<file path="config.mk">
export PLATFORM = sky130hd
export DESIGN_NAME = wb_commit_unit
export DESIGN_NICKNAME = d
export VERILOG_FILES = /design/src/rtl/wb_commit_unit_pkg.sv /design/src/rtl/wb_src_sel.sv /design/src/rtl/wb_commit_unit.sv
export SDC_FILE = /design/constraint.sdc
export NUM_CORES = 1
export LEC_CHECK = 0
export BUFFER_PORTS_ARGS = -buffer_cell sky130_fd_sc_hd__buf_2
export CORE_MARGIN = 4
export CORE_UTILIZATION = 50
export DETAILED_ROUTE_END_ITERATION = 16
export PLACE_DENSITY = 0.81
export SETUP_SLACK_MARGIN = 0.4
export SLEW_MARGIN = 15
export SYNTH_ARGS = -nofsm -noshare
export SYNTH_HDL_FRONTEND = slang
export SYNTH_HIERARCHICAL = 1
export SYNTH_SLANG_ARGS = --single-unit
</file>
<file path="constraint.sdc">
create_clock -name clk -period 4.4 [get_ports clk]
set_clock_uncertainty 0.2 [all_clocks]
set_input_delay 0.88 -clock clk [delete_from_list [all_inputs] [get_ports clk]]
set_output_delay 0.88 -clock clk [all_outputs]
set_load 0.02 [all_outputs]
</file>
<file path="src/rtl/wb_commit_unit_pkg.sv">
// Shared WBU definitions: FSM encoding, source index map and select-width helper.
package wb_commit_unit_pkg;

  localparam logic [1:0] ST_IDLE   = 2'd0;
  localparam logic [1:0] ST_WAIT   = 2'd1;
  localparam logic [1:0] ST_COMMIT = 2'd2;

  localparam int SRC_ALU = 0;
  localparam int SRC_LSU = 1;
  localparam int SRC_CSR = 2;

  // A single source still needs a 1-bit select port.
  function automatic int wbu_sel_w(input int n);
    return (n > 1) ? $clog2(n) : 1;
  endfunction

endpackage

</file>
<file path="src/rtl/wb_src_sel.sv">
// Combinational NSRC:1 result mux; out-of-range selects yield zero data, not valid, not legal.
module wb_src_sel
  import wb_commit_unit_pkg::*;
#(
  parameter int DATA_W = 32,
  parameter int NSRC   = 3,
  parameter int SEL_W  = wbu_sel_w(NSRC)
) (
  input  logic [NSRC*DATA_W-1:0] i_data,
  input  logic [NSRC-1:0]        i_valid,
  input  logic [SEL_W-1:0]       i_sel,
  output logic [DATA_W-1:0]      o_data,
  output logic                   o_data_valid,
  output logic                   o_sel_legal
);

  always_comb begin
    o_data       = '0;
    o_data_valid = 1'b0;
    o_sel_legal  = 1'b0;
    for (int k = 0; k < NSRC; k++) begin
      if (i_sel == SEL_W'(k)) begin
        o_data       = i_data[k*DATA_W +: DATA_W];
        o_data_valid = i_valid[k];
        o_sel_legal  = 1'b1;
      end
    end
  end

endmodule

</file>
<file path="src/rtl/wb_commit_unit.sv">
// Writeback commit stage: accepts one retiring instruction per handshake, waits for its
// selected source, then drives a one-cycle register-file write and the retire counter.
module wb_commit_unit
  import wb_commit_unit_pkg::*;
#(
  parameter int DATA_W = 32,
  parameter int ADDR_W = 5,
  parameter int NSRC   = 3,
  parameter int SEL_W  = wbu_sel_w(NSRC),
  parameter int CNT_W  = 64
) (
  input  logic                   clk,
  input  logic                   rst,
  input  logic                   valid_i,
  output logic                   ready_o,
  input  logic                   wen_i,
  input  logic [ADDR_W-1:0]      waddr_i,
  input  logic [SEL_W-1:0]       wsel_i,
  input  logic [NSRC*DATA_W-1:0] src_data_i,
  input  logic [NSRC-1:0]        src_valid_i,
  input  logic                   flush_i,
  output logic                   rf_wen_o,
  output logic [ADDR_W-1:0]      rf_waddr_o,
  output logic [DATA_W-1:0]      rf_wdata_o,
  output logic                   retire_o,
  output logic                   illegal_o,
  output logic [CNT_W-1:0]       retire_cnt_o
);

  logic [1:0]        r_state;
  logic              r_wen;
  logic [ADDR_W-1:0] r_waddr;
  logic [SEL_W-1:0]  r_sel;

  logic              r_rf_wen;
  logic [ADDR_W-1:0] r_rf_waddr;
  logic [DATA_W-1:0] r_rf_wdata;
  logic              r_retire;
  logic              r_illegal;
  logic [CNT_W-1:0]  r_cnt;

  logic              w_in_wait;
  logic              w_accept;
  logic              w_wen;
  logic [ADDR_W-1:0] w_waddr;
  logic [SEL_W-1:0]  w_sel;
  logic [DATA_W-1:0] w_src_data;
  logic              w_src_valid;
  logic              w_sel_legal;
  logic [1:0]        w_state_nxt;
  logic              w_commit;

  assign w_in_wait = (r_state == ST_WAIT);
  assign ready_o   = !w_in_wait && !flush_i;
  assign w_accept  = valid_i && ready_o;

  // While waiting, the latched instruction drives the mux; otherwise the incoming one does.
  assign w_wen   = w_in_wait ? r_wen   : wen_i;
  assign w_waddr = w_in_wait ? r_waddr : waddr_i;
  assign w_sel   = w_in_wait ? r_sel   : wsel_i;

  wb_src_sel #(
    .DATA_W (DATA_W),
    .NSRC   (NSRC),
    .SEL_W  (SEL_W)
  ) u_src_sel (
    .i_data       (src_data_i),
    .i_valid      (src_valid_i),
    .i_sel        (w_sel),
    .o_data       (w_src_data),
    .o_data_valid (w_src_valid),
    .o_sel_legal  (w_sel_legal)
  );

  always_comb begin
    w_state_nxt = ST_IDLE;
    w_commit    = 1'b0;
    if (w_in_wait) begin
      if (flush_i) begin
        w_state_nxt = ST_IDLE;
      end else if (w_src_valid) begin
        w_state_nxt = ST_COMMIT;
        w_commit    = 1'b1;
      end else begin
        w_state_nxt = ST_WAIT;
      end
    end else if (w_accept) begin
      // An illegal select commits immediately with zero data from the mux.
      if (!w_sel_legal || w_src_valid) begin
        w_state_nxt = ST_COMMIT;
        w_commit    = 1'b1;
      end else begin
        w_state_nxt = ST_WAIT;
      end
    end
  end

  always_ff @(posedge clk or negedge rst) begin
    if (!rst) begin
      r_state    <= ST_IDLE;
      r_wen      <= 1'b0;
      r_waddr    <= '0;
      r_sel      <= '0;
      r_rf_wen   <= 1'b0;
      r_rf_waddr <= '0;
      r_rf_wdata <= '0;
      r_retire   <= 1'b0;
      r_illegal  <= 1'b0;
      r_cnt      <= '0;
    end else begin
      r_state <= w_state_nxt;
      if (w_accept) begin
        r_wen   <= wen_i;
        r_waddr <= waddr_i;
        r_sel   <= wsel_i;
      end
      r_rf_wen  <= w_commit && w_wen && (w_waddr != '0) && w_sel_legal;
      r_retire  <= w_commit;
      r_illegal <= w_commit && !w_sel_legal;
      if (w_commit) begin
        r_rf_waddr <= w_waddr;
        r_rf_wdata <= w_src_data;
      end
      // The pulse is registered, so the count lags retire_o by one cycle.
      if (r_retire) begin
        r_cnt <= r_cnt + CNT_W'(1);
      end
    end
  end

  assign rf_wen_o     = r_rf_wen;
  assign rf_waddr_o   = r_rf_waddr;
  assign rf_wdata_o   = r_rf_wdata;
  assign retire_o     = r_retire;
  assign illegal_o    = r_illegal;
  assign retire_cnt_o = r_cnt;

endmodule

</file>
# Word-level counts from Yosys, hierarchy flattened

Cells that the tools add are included.

Input port bits: 111
Bits in read-only memories: 0
Bits in registers: 114
Output and inout port bits: 105
Bits in latches: 0
Bits in writable memories: 0
Memories: 0

Multiply operators: 0
Divide/modulo/power cells: 0
Add/subtract/negate cells: 1
Bitwise gates (word level): 0
Magnitude comparators: 0
Muxes and demuxes: 22
Equal/unequal tests: 3
Reductions and logical operators: 12
Shifts and indexed selects: 0

Operator list:

| cell                  | number |
|---|---|
| $mux 32               | 3 |
| $add 64x1->64 const B | 1 |
| $mux 1                | 12 |
| $mux 2                | 6 |
| $logic_and 1x1->1     | 6 |
| $mux 5                | 1 |
| $reduce_bool 5->1     | 1 |
| $eq 2x1->1 const B    | 2 |
| $logic_not 1->1       | 3 |
| $eq 2x2->1 const B    | 1 |
| $logic_not 2->1       | 1 |
| $logic_or 1x1->1      | 1 |

# Depth between registers and ports, before layout

Gate-level depths: netlist of the first run.

Word-level depth: 14
Gate-level depth with buffers: 14

# By module

Netlist of the first run, hierarchy kept.

By module, submodules not included:

| module         | times used | seq. area each (um2) | cells an instance | area each (um2) |
|---|---|---|---|---|
| wb_commit_unit | 1          | 2827.7               | 424               | 4994.8 |
| wb_src_sel     | 1          | 0.0                  | 80                | 963.4 |

# Worst setup path after synthesis of the first run

No wires, ideal clock.

Path type: register to register
From: register retire_o (netlist name)
To: register r_rf_wdata[0], in the netlist rf_wdata_o[0]
Arrival: 3.272 ns
Clock period less this slack: 3.596 ns
Stages on the path, launching flop included: 14
Slack: 0.804 ns
Library setup time: 0.125 ns
Cell sequence: dfrtp_1 -> buf_2 -> nor2b_1 -> clkbuf_1 -> buf_1 -> mux2_2 -> buf_6 -> nor2b_4 -> buf_6 -> o2bb2ai_1 -> o221a_2 -> clkbuf_1 -> buf_2 -> mux2_2

RTL lines:

| item                 | line                  | text |
|---|---|---|
| end signal, assigned | wb_commit_unit.sv:122 | `r_rf_wdata <= w_src_data;` |
| end, declared        | wb_commit_unit.sv:37  | `logic [DATA_W-1:0] r_rf_wdata;` |

==> results of run 1 <==
worst reg2reg max path, cell delays in order, from the launching register on:
cell       delay, ns
dfrtp_1         0.47
nor2b_1         0.14
buf_4           0.24
mux2_2          0.49
mux2i_1         0.15
o2bb2ai_1       0.26
o221a_2         0.78
buf_4           0.32
nor2_1          0.07
a21oi_1         0.13
cells by family after synthesis:
group / synth area share (%)
muxes: 14.9
adders and majority gates: 0.210
buffers and inverters: 3.88
xor gates and xnor gates: 9.26
and+or+nand+nor: 15.5
AOI/OAI and AO/OA: 8.80
DFF: 47.5
routing by layer:
layer	track usage [%]	share of wire, %
met1	26.9	40
met2	38.7	53
met4	9.63	1.8
met5	0	0
met3	5.55	6.0
power by group:
| part | internal, µW | switching [µW] |
|---|---|---|
| Combinational | 364 | 503 |
| Sequential | 1220 | 123 |
| Clock | 986 | 455 |
flip-flops by register name, summed over array words and instances (netlist names):
| register | count |
|---|---|
| retire_cnt_o | 64 |
| rf_wdata_o | 32 |
| r_waddr | 5 |
| rf_waddr_o | 5 |
| r_sel | 2 |
| illegal_o | 1 |
| r_state | 1 |
| r_wen | 1 |
| retire_o | 1 |
| rf_wen_o | 1 |
cell usage in the layout, fill, tap and decap left out, types with 2 or more instances in the layout:
cell type	synthesis	routed
a21oi_1	6	6
and3_1	6	6
and4_1	4	4
buf_2	7	214
buf_4	1	6
bufinv_16	0	4
clkbuf_16	0	17
clkbuf_8	0	3
clkinv_2	0	6
dfrtp_1	113	113
inv_1	10	10
mux2_2	44	44
mux2i_1	39	39
nand2_1	33	33
nand3_1	30	30
nand4_1	16	16
nand4_2	2	2
nand4_4	2	2
nor2_1	37	37
nor3_1	24	24
nor4_1	5	5
nor4_2	2	2
o2bb2ai_1	3	3
o2bb2ai_2	30	30
xnor2_1	30	30
xor2_1	33	33
cell type report:
type / count / area, µm²
fillers: 898 / 3860
clock buffers: 21 / 470
clock inverters: 11 / 159
repair buffers: 221 / 1130
inverters: 10 / 37.5
multi-input cells: 358 / 2900
well taps: 143 / 179
flip-flops and latches: 113 / 2830
per-stage QoR:
stage	hold slack (ns)	cell area (µm²)	worst slack (ns)	power, µW	utilization [%]
floorplan	0.274	5960	0.804	1910	-
global placement	0.253	7070	1.17	2200	61.1
detailed placement	0.257	7070	1.05	2240	61.1
CTS	0.264	7700	1.08	3690	66.5
global route	0.278	7700	0.838	3820	66.6
finish	0.264	7700	1.08	3650	66.6
how the worst min path moves through the flow:
stage,end,slack (ns),start
global route,retire_cnt_o[63],0.28,retire_cnt_o[63]
CTS,retire_cnt_o[63],0.26,retire_cnt_o[63]
detailed placement,retire_cnt_o[63],0.26,retire_cnt_o[63]
global placement,retire_cnt_o[63],0.25,retire_cnt_o[63]
floorplan,r_sel[0],0.27,r_sel[0]
finish,retire_cnt_o[63],0.26,retire_cnt_o[63]
Yosys cell counts, types with 2 or more instances:
library cell and number:
dfrtp_1 113, mux2_2 44, mux2i_1 39, nor2_1 37
nand2_1 33, xor2_1 33, nand3_1 30, o2bb2ai_2 30
xnor2_1 30, nor3_1 24, nand4_1 16, inv_1 10
buf_2 7, a21oi_1 6, and3_1 6, buf_6 6
nor4_1 5, and4_1 4, clkbuf_1 4, buf_12 3
o2bb2ai_1 3, nand4_2 2, nand4_4 2, nor4_2 2
==> summary.txt, run 1 <==
Status
  – Status: complete, no violations

Clocking
  – Number of buffers created by CTS: 17
  – Hold buffer count at cts: 0
  – H-tree levels: 4
  – # Post-CTS Setup Buffers: 0
  – Clock buffer depth: 2
  – Root Driver: clkbuf_16
  – Worst-Skew Late Latency: ~0.41 ns
  – Clock-pin transition on the worst setup and hold timing paths: 0.05 ns
  – CTS tree: built
  – CTS Sinks: 113
  – # resized after CTS: 0

Placed design
  – Placer Congestion: around 0.84
  – Post-DP HPWL: roughly 12000 µm
  – Port bufs: ~220
  – Post-Place Cells: 845

STA
  – Setup-failing EPs final: 0
  – Fmax: about 300 MHz
  – Setup TNS: 0 ns
  – Crit share post-route: around three quarters
  – RSZ-0062 raised after global routing: no
  – Worst-Margin Slew: a little under 0.9 ns
  – Max_slew headroom: 41.6%
  – Final Hold Vio Count: 0
  – Fin crit period: approximately 3.3 ns
  – Max Slew Vio Count: 0

Die
  – Die X-Extent: 117 µm
  – Number of I/O pins: roughly 220
  – Core Rows: 39
  – Starting Density: about 52%
  – Core ar.: roughly 0.012 mm²
  – Area of the die: between 0.01 and 0.015 mm²
  – Die Ht: approximately 120 µm

Power
  – IR drop worst, VDD: between 0.0003 and 0.0004 V
  – Leakage Power: 0.00392 µW
  – PD cells: between 400 and 500 mW/mm²

GRT
  – Gr usage total: ~23%
  – Vias in the first global route: a little under 5000
  – First-pass GRT wire length: roughly 24000 µm
  – Pin count of the biggest net entering global routing: 94
  – Initial antenna violation count: 0
  – Gr ovfl total: 0

Logic synthesis
  – Cell taking the most area after synthesis: dfrtp_1
  – Post-synth ARST share: 100%
  – Netlist Area Pre-Place: a little under 0.006 mm²
  – Synth warn: 6
  – Post-synth top area share: between 40% and 50%
  – Mapped Cells: 504
  – Primary FF master, synth: dfrtp_1
  – Seq/Total Area, Yosys: roughly 47%
  – Post-synthesis cell type count: 39
  – Ranking of synthesized cells by area: dfrtp_1, mux2_2, o2bb2ai_2
  – Syn_area_per_cell: approximately 12 µm²
  – Flops & latches, synth: between 100 and 150
  – Number of synthesized flops with an enable pin: 0
  – Post-Syn Nets: 616

Cells and area
  – Fraction of layout cells with a size suffix above 1: a little under half
  – Layout Nets: about 830
  – Post-Layout Cell Count: around 880
  – Ant. Diodes: 0
  – Area Overhead vs Synth: 29.2%

Drt
  – First-pass DRT Iterations: 5
  – Drt via density: between 5 and 6
  – Routed WL: roughly 15000 µm
  – Via count: between 4000 and 5000
  – Wire length per cell: between 15 and 20 µm
  – 1st-iter DRT viols: 319
  – # DRC: 0
  – Antenna Nets Post-Route: 0

Worst setup path
  – Cells along the critical path: nor2b_1 > buf_4 > mux2_2 > mux2i_1 > o2bb2ai_1 > o221a_2 > buf_4 > nor2_1 > a21oi_1
  – Startpoint Class: register
  – Cell mode on critical path: buf_4
  – Worst Setup SP: retire_o
  – Crit path to: rf_waddr_o[3]
  – CP Data Arrival Time: approximately 3.5 ns
  – Cell family with most CP delay: compound AO/OA/AOI/OAI gates
  – Worst reg2reg path endpoint: rf_waddr_o[3]
  – WP buf/inv: 2
  – R2r worst-path depth: 9
  – Worst path required time: 4.52 ns
  – Critical path depth: 9
  – Reg2Reg Launch Point: retire_o
  – Crit path largest cell delay: between 0.7 and 0.8 ns
  – CP max-delay cell: o221a_2
  – Reg2reg setup slack: 1.08 ns
  – Crit Path Max Fanout: 33
  – Crit. End Element: register
  – Setup CP Type: reg2reg

Hold path
  – Min-Delay Path Depth: 1
  – Worst hold path class: reg2reg

Flow run
  – Max-cap violation count: 0
Power figures use the tool's default switching activity.
==> inputs of run 2 (changes only) <==
--- a/config.mk
+++ b/config.mk
@@ -7,9 +7,9 @@
 export LEC_CHECK = 0
 export BUFFER_PORTS_ARGS = -buffer_cell sky130_fd_sc_hd__buf_2
 export CORE_MARGIN = 4
-export CORE_UTILIZATION = 50
+export CORE_UTILIZATION = 45
 export DETAILED_ROUTE_END_ITERATION = 16
-export PLACE_DENSITY = 0.81
+export PLACE_DENSITY = 0.77
 export SETUP_SLACK_MARGIN = 0.4
 export SLEW_MARGIN = 15
 export SYNTH_ARGS = -nofsm -noshare
==> constraint.sdc (replaced) <==
create_clock -name clk -period 2.8 [get_ports clk]
set_clock_uncertainty 0.2 [all_clocks]
set_input_delay 0.56 -clock clk [delete_from_list [all_inputs] [get_ports clk]]
set_output_delay 0.56 -clock clk [all_outputs]
set_load 0.02 [all_outputs]
==> run 2 against run 1 <==
  * Clock power up 35%
  * Wire length up 4.5%
  * Die area grew 10%
  * Setup slack worse by 0.71 ns
  * Flip-flop and latch count is the same
  * Via count up 0.83%
  * Register-to-register slack worse by 0.71 ns
  * Maximum frequency rose by 37%
  * Sequential power increased by 58%
  * Sequential share of layout area is 1.5 points lower
  * Cell count increased by 5.2%
  * Critical path type unchanged
==> summary.txt, run 2 (synthesis results as in run 1) <==
STA
  – Max_slew headroom: 61.3% (+20 points)
  – Setup-failing EPs final: 0 (unchanged)
  – Setup TNS: 0 ns (unchanged)
  – Final Hold Vio Count: 0 (unchanged)
  – RSZ-0062 raised after global routing: yes
  – Fin crit period: 2.43 ns (-0.892 ns)
  – Crit share post-route: 86.8% (+11 points)
  – Max Slew Vio Count: 0 (unchanged)
  – Worst hold slack: 0.191 ns (-0.0737 ns)
  – Worst setup margin: 0.369 ns (-0.708 ns)
  – Fmax: 411 MHz (+37%)
  – Worst-Margin Slew: 0.581 ns (-0.289 ns)

Placed design
  – Post-Place Cells: 880 (+4.1%)
  – Placer Congestion: 0.856 (+1.8%)
  – Post-DP HPWL: 11700 µm (+0.78%)
  – Post-place setup slack: 0.191 ns (-0.861 ns)
  – Port bufs: 215 (unchanged)

Hold path
  – Hold endpoint: r_state[0]
  – Min-Delay Path Depth: 2 (+1)
  – Worst hold path class: in2reg
  – HP Start: flush_i

Worst setup path
  – Worst reg2reg path endpoint: rf_wdata_o[18]
  – Crit path largest cell delay: 0.42 ns (-0.36 ns)
  – Worst Setup SP: retire_o
  – Crit Path Max Fanout: 12 (-64%)
  – CP Data Arrival Time: 2.51 ns (-0.94 ns)
  – CP max-delay cell: dfrtp_2
  – R2r worst-path depth: 7 (-2)
  – Cell family with most CP delay: multiplexers
  – Worst path required time: 2.88 ns (-1.64 ns)
  – Startpoint Class: register
  – Reg2Reg Launch Point: retire_o
  – Setup CP Type: reg2reg
  – Reg2reg setup slack: 0.37 ns (-0.71 ns)
  – Cells along the critical path: nor2b_4 > mux2_4 > mux2i_4 > o2bb2ai_4 > o221a_4 > buf_12 > mux2_2
  – Crit. End Element: register
  – WP buf/inv: 1 (-1)

Power
  – PD cells: 692 mW/mm² (+46%)
  – IR drop worst, VDD: 0.000610 V (+68%)
  – Switching Share: 31.3% (+1.7 points)
  – Comb power frac: 26.9% (+3.2 points)
  – Seq pwr share: 38.1% (+1.3 points)
  – NetSw: 1740 µW (+61%)
  – Leakage Power: 0.00407 µW (+3.7%)
  – Clock share of power: 35.0% (-4.5 points)
  – Pint: 3810 µW (+48%)

Cells and area
  – Fraction of layout cells with a size suffix above 1: 48.3% (+2.3 points)
  – Area Overhead vs Synth: 34.7%
  – Most common cell after layout, fill and taps aside: buf_2
  – Ant. Diodes: 0 (unchanged)
  – Layout Nets: 851 (+2.2%)
  – Most frequent cells in the layout: buf_2, dfrtp_1, mux2i_1
  – Max reg flops: 64 (unchanged)
  – Post-Layout Cell Count: 923 (+5.2%)

Clocking
  – H-tree levels: 4 (unchanged)
  – Number of buffers created by CTS: 17 (unchanged)
  – Root Driver: clkbuf_16
  – Clock-pin transition on the worst setup and hold timing paths: 0.05 ns (about the same)
  – Clock buffer depth: 2 (unchanged)
  – CTS Sinks: 113 (unchanged)
  – CTS tree: built
  – Worst-Skew Late Latency: 0.41 ns (about the same)

Drt
  – Wire length per cell: 17.3 µm (-0.72%)
  – # DRC: 0 (unchanged)
  – 1st-iter DRT viols: 276 (-13%)
  – Drt via density: 5.29 (-4.2%)
  – Routed WL: 16000 µm (+4.5%)
  – Antenna Nets Post-Route: 0 (unchanged)
  – First-pass DRT Iterations: 5 (unchanged)
  – Via count: 4883 (+0.83%)

Flow run
  – Max-cap violation count: 0 (unchanged)

Die
  – Starting Density: 46.6% (-4.9 points)
  – Core ar.: 0.0128 mm² (+10%)
  – Area of the die: 0.0151 mm² (+10%)
  – Die Ht: 123 µm (+5.0%)
  – Core Rows: 41 (+5.1%)
  – Die X-Extent: 123 µm (+5.0%)
  – Number of I/O pins: 216 (unchanged)

GRT
  – Vias in the first global route: 4942 (+0.77%)
  – Pin count of the biggest net entering global routing: 71 (-24%)
  – Initial antenna violation count: 0 (unchanged)
  – Gr ovfl total: 0 (unchanged)
  – First-pass GRT wire length: 24200 µm (+0.77%)
  – Gr usage total: 20.4% (-2.1 points)

Status
  – Status: complete, no violations
[run 2: cell count changes in the layout (fill, tap and decap cells not counted), moves of 2 or more]
cell | before | now
mux2_2 | 44 | 30
mux2_4 | 0 | 14
buf_4 | 6 | 15
buf_12 | 0 | 4
nor3_1 | 24 | 20
nor3_2 | 1 | 5
bufinv_16 | 4 | 1
clkinvlp_4 | 0 | 3
clkbuf_16 | 17 | 19
clkbuf_8 | 3 | 1
[run 2: worst reg2reg max path: cells and delay by family, from the launching register on]
kind,cells,cell delay (ns)
multiplexers,3,0.91
AND/OR/NAND/NOR,1,0.14
flip-flops,1,0.42
buffers and inverters,1,0.17
AO/OA/AOI/OAI,2,0.47
[run 2: final cells by class]
cell class	count	area (µm²)
fill	1001	4750
multi-input combinational	358	3050
sequential	113	2830
timing repair buffer	239	1360
clock buffer	20	447
tap	172	215
clock inverter	11	91.3
inverter	10	37.5
[run 2: how the worst max path moves through the flow]
stage          slack [ns]                to  depth (start not counted)
2_1_floorplan       -0.13     rf_wdata_o[0]                         13
3_3_place_gp         0.27     rf_wdata_o[6]                          8
3_5_place_dp         0.19    rf_wdata_o[10]                          8
4_1_cts              0.41    rf_wdata_o[12]                          7
5_1_grt              0.31  retire_cnt_o[56]                          5
6_report             0.37    rf_wdata_o[18]                          7
[run 2: power by group through the flow]
stage / registers (µW) / logic (µW) / clock network [µW]
global placement: 2120 / 1350 / 0
global route: 2150 / 1590 / 2060
floorplan: 2430 / 588 / 0
detailed placement: 2130 / 1400 / 0
CTS: 2110 / 1420 / 1990
finish: 2120 / 1490 / 1940
[run 2: routing by layer]
metal | GRT usage [%] | part of all wire (%) | vias to the layer above
met5 | 0 | 0 | -
met4 | 6.71 | 1.8 | 0
met3 | 5.12 | 5.5 | 24
met2 | 35.5 | 52 | 157
met1 | 24.7 | 41 | 2429
li1 | - | - | 2273
[run 2: timing repair]
item                                    CTS  global route
gates cloned                              0             3
endpoints found under the setup margin   38            48
hold buffers                              1             0
gates resized for setup                   5            26
buffers inserted                          4             4
endpoints found under the hold margin    43             0
pin swaps                                 0             2
[run 2: metrics by stage]
step / total power (µW) / util [%] / area [µm²]
3_5_place_dp: 3530 / 56.4 / 7200
5_1_grt: 5810 / 62.8 / 8030
3_3_place_gp: 3470 / 56.4 / 7200
2_1_floorplan: 3020 / - / 6040
6_report: 5550 / 62.8 / 8030
4_1_cts: 5520 / 61.1 / 7800
==> inputs of run 3 (changes only) <==
--- a/config.mk
+++ b/config.mk
@@ -10,6 +10,7 @@
 export CORE_UTILIZATION = 45
 export DETAILED_ROUTE_END_ITERATION = 16
 export PLACE_DENSITY = 0.77
+export REMOVE_ABC_BUFFERS = 1
 export SETUP_SLACK_MARGIN = 0.4
 export SLEW_MARGIN = 15
 export SYNTH_ARGS = -nofsm -noshare
==> run 3 against run 2 <==
  * Maximum frequency grew 1.5%
  * Flip-flop and latch count is the same
  * Worst hold slack gained 0.0074 ns
==> summary.txt, run 3 (synthesis results as in run 1) <==
Clocking
  – Worst-Skew Late Latency: 0.40 ns (about the same)
  – Clock-pin transition on the worst setup and hold timing paths: 0.05 ns (about the same)
  – Clock buffer depth: 2 (unchanged)
  – Number of buffers created by CTS: 17 (unchanged)
  – Root Driver: clkbuf_16
  – CTS tree: built
  – H-tree levels: 4 (unchanged)
  – CTS Sinks: 113 (unchanged)

Cells and area
  – # fillers: 1054 (+5.3%)
  – Most frequent cells in the layout: buf_2, dfrtp_1, mux2_2
  – Fraction of layout cells with a size suffix above 1: 47.9% (-0.48 points)
  – Seq. cell area: 0.00283 mm² (about the same)
  – Max reg flops: 64 (unchanged)
  – Area Overhead vs Synth: 33.2%
  – Layout Nets: 847 (-0.47%)
  – Design Area, Final: 0.00793 mm² (-1.2%)
  – Post-Layout Cell Count: 918 (-0.54%)
  – Area occupied by multi-input gates: 0.00298 mm² (-2.2%)
  – Ant. Diodes: 0 (unchanged)
  – Most common cell after layout, fill and taps aside: buf_2

GRT
  – Gr usage total: 21.8% (+1.4 points)
  – Busiest layer in global routing: met2
  – GRT met2 Usage: 37.1% (+1.6 points)
  – M1 GR Usage: 28.0% (+3.3 points)
  – Pin count of the biggest net entering global routing: 53 (-25%)
  – Initial antenna violation count: 0 (unchanged)
  – Vias in the first global route: 5029 (+1.8%)
  – Gr ovfl total: 0 (unchanged)
  – First-pass GRT wire length: 25800 µm (+6.3%)
  – Met3 Use GR: 4.57% (-0.55 points)

Die
  – Number of I/O pins: 216 (unchanged)
  – Area of the die: 0.0151 mm² (unchanged)
  – Core ar.: 0.0128 mm² (unchanged)
  – Starting Density: 46.6% (unchanged)
  – Core Rows: 41 (unchanged)
  – Die X-Extent: 123 µm (unchanged)
  – Die Ht: 123 µm (unchanged)

Worst setup path
  – R2r worst-path depth: 8 (+1)
  – Crit Path Max Fanout: 17 (+5)
  – Crit path to: rf_wdata_o[5]
  – Worst reg2reg path endpoint: rf_wdata_o[5]
  – Worst path required time: 2.88 ns (about the same)
  – Setup CP Type: reg2reg
  – Crit. End Element: register
  – Worst Setup SP: retire_o
  – Reg2reg setup slack: 0.40 ns (+0.04 ns)
  – Startpoint Class: register
  – Reg2Reg Launch Point: retire_o
  – CP Data Arrival Time: 2.48 ns (-0.03 ns)

Power
  – Pint: 3950 µW (+3.7%)
  – NetSw: 1730 µW (-0.48%)
  – Seq pwr share: 37.0% (-1.1 points)
  – Comb power frac: 25.2% (-1.7 points)
  – IR drop worst, VDD: 0.000523 V (-14%)
  – Clock share of power: 37.8% (+2.8 points)
  – PD cells: 716 mW/mm² (+3.6%)
  – Leakage Power: 0.00403 µW (-0.84%)
  – Switching Share: 30.5% (-0.88 points)

Placed design
  – Area after DPL: 0.00717 mm² (-0.38%)
  – Post-DP HPWL: 12000 µm (+2.7%)
  – Port bufs: 215 (unchanged)
  – Post-Place Cells: 880 (unchanged)
  – Placer Congestion: 0.868 (+1.4%)

STA
  – Fmax: 418 MHz (+1.5%)
  – Worst hold slack: 0.198 ns (+0.00742 ns)
  – Final Hold Vio Count: 0 (unchanged)
  – RSZ-0062 raised after global routing: yes
  – Crit share post-route: 85.5% (-1.3 points)
  – Worst-Margin Slew: 0.552 ns (-0.0289 ns)
  – Max_slew headroom: 63.2% (+1.9 points)
  – Setup-failing EPs final: 0 (unchanged)
  – Max Slew Vio Count: 0 (unchanged)
  – Fin crit period: 2.40 ns (-0.0362 ns)

Drt
  – Routed WL: 16100 µm (+0.84%)
  – Wire length per cell: 17.6 µm (+1.4%)
  – Via count: 4829 (-1.1%)
  – 1st-iter DRT viols: 251 (-9.1%)
  – First-pass DRT Iterations: 4 (-1)
  – Drt via density: 5.26 (-0.57%)
  – # DRC: 0 (unchanged)
  – Antenna Nets Post-Route: 0 (unchanged)

Flow run
  – Max-cap violation count: 0 (unchanged)

Hold path
  – Worst hold path class: in2reg

Status
  – Status: complete, no violations
run 3: cell count changes in the layout (fill, tap and decap cells not counted), sizes merged:
cell and delta:
bufbuf +1, bufinv +2, clkinv -3, buf -3, clkbuf -2
run 3: area by class of cell:
class                           count  share of cell area [%]
Inverter                           10                   0.473
Clock inverter                     10                    1.72
Multi-Input combinational cell    358                    37.5
Clock buffer                       20                    5.76
Tap cell                          172                    2.71
Timing Repair Buffer              235                    16.1
Sequential cell                   113                    35.6
run 3: power by group through the flow:
stage / combinational (µW) / clock, µW / sequential [µW]
2_1_floorplan: 512 / 0 / 2430
3_3_place_gp: 1380 / 0 / 2110
3_5_place_dp: 1420 / 0 / 2120
4_1_cts: 1450 / 2190 / 2100
5_1_grt: 1530 / 2280 / 2150
6_report: 1430 / 2150 / 2100
run 3: how the worst min path moves through the flow:
stage                                 from               end  cells past startpoint
after global placement    retire_cnt_o[63]  retire_cnt_o[63]                      1
after detailed placement  retire_cnt_o[63]  retire_cnt_o[63]                      1
after CTS                          flush_i        r_state[0]                      2
after floorplan                        rst         illegal_o                      0
final                              flush_i        r_state[0]                      2
after global routing               flush_i        r_state[0]                      2
run 3: per-layer routing:
layer | routed length (µm) | vias up
li1 | - | 2275
met1 | 6780 | 2391
met2 | 8290 | 141
met3 | 784 | 22
met4 | 259 | 0
met5 | 0 | -
run 3: worst max-delay path: stages, from the launching register on:
cell and delay [ns]:
dfrtp_1 0.40, nor2b_4 0.16, mux2_4 0.35, mux2i_1 0.15, o2bb2ai_2 0.16, o221a_2 0.22
buf_4 0.13, buf_12 0.15, mux2_2 0.34
run 3: through the flow:
stage / utilization [%] / setup WS (ns) / total power [µW] / TNS [ns]
2_1_floorplan: - / -1.88 / 2940 / -73.33
3_3_place_gp: 56.2 / 0.321 / 3490 / 0
3_5_place_dp: 56.2 / 0.237 / 3540 / 0
4_1_cts: 61.5 / 0.402 / 5740 / 0
5_1_grt: 62.1 / 0.303 / 5960 / 0
6_report: 62.1 / 0.405 / 5680 / 0
run 3: timing repair:
| item | in CTS | in global routing |
|---|---|---|
| gates resized for setup | 5 | 9 |
| hold buffers | 1 | 0 |
| cloned | 1 | 0 |
| hold endpoints to repair | 31 | 0 |
| setup endpoints to repair | 32 | 65 |
| pin swaps | 2 | 3 |
| setup buffers | 3 | 3 |
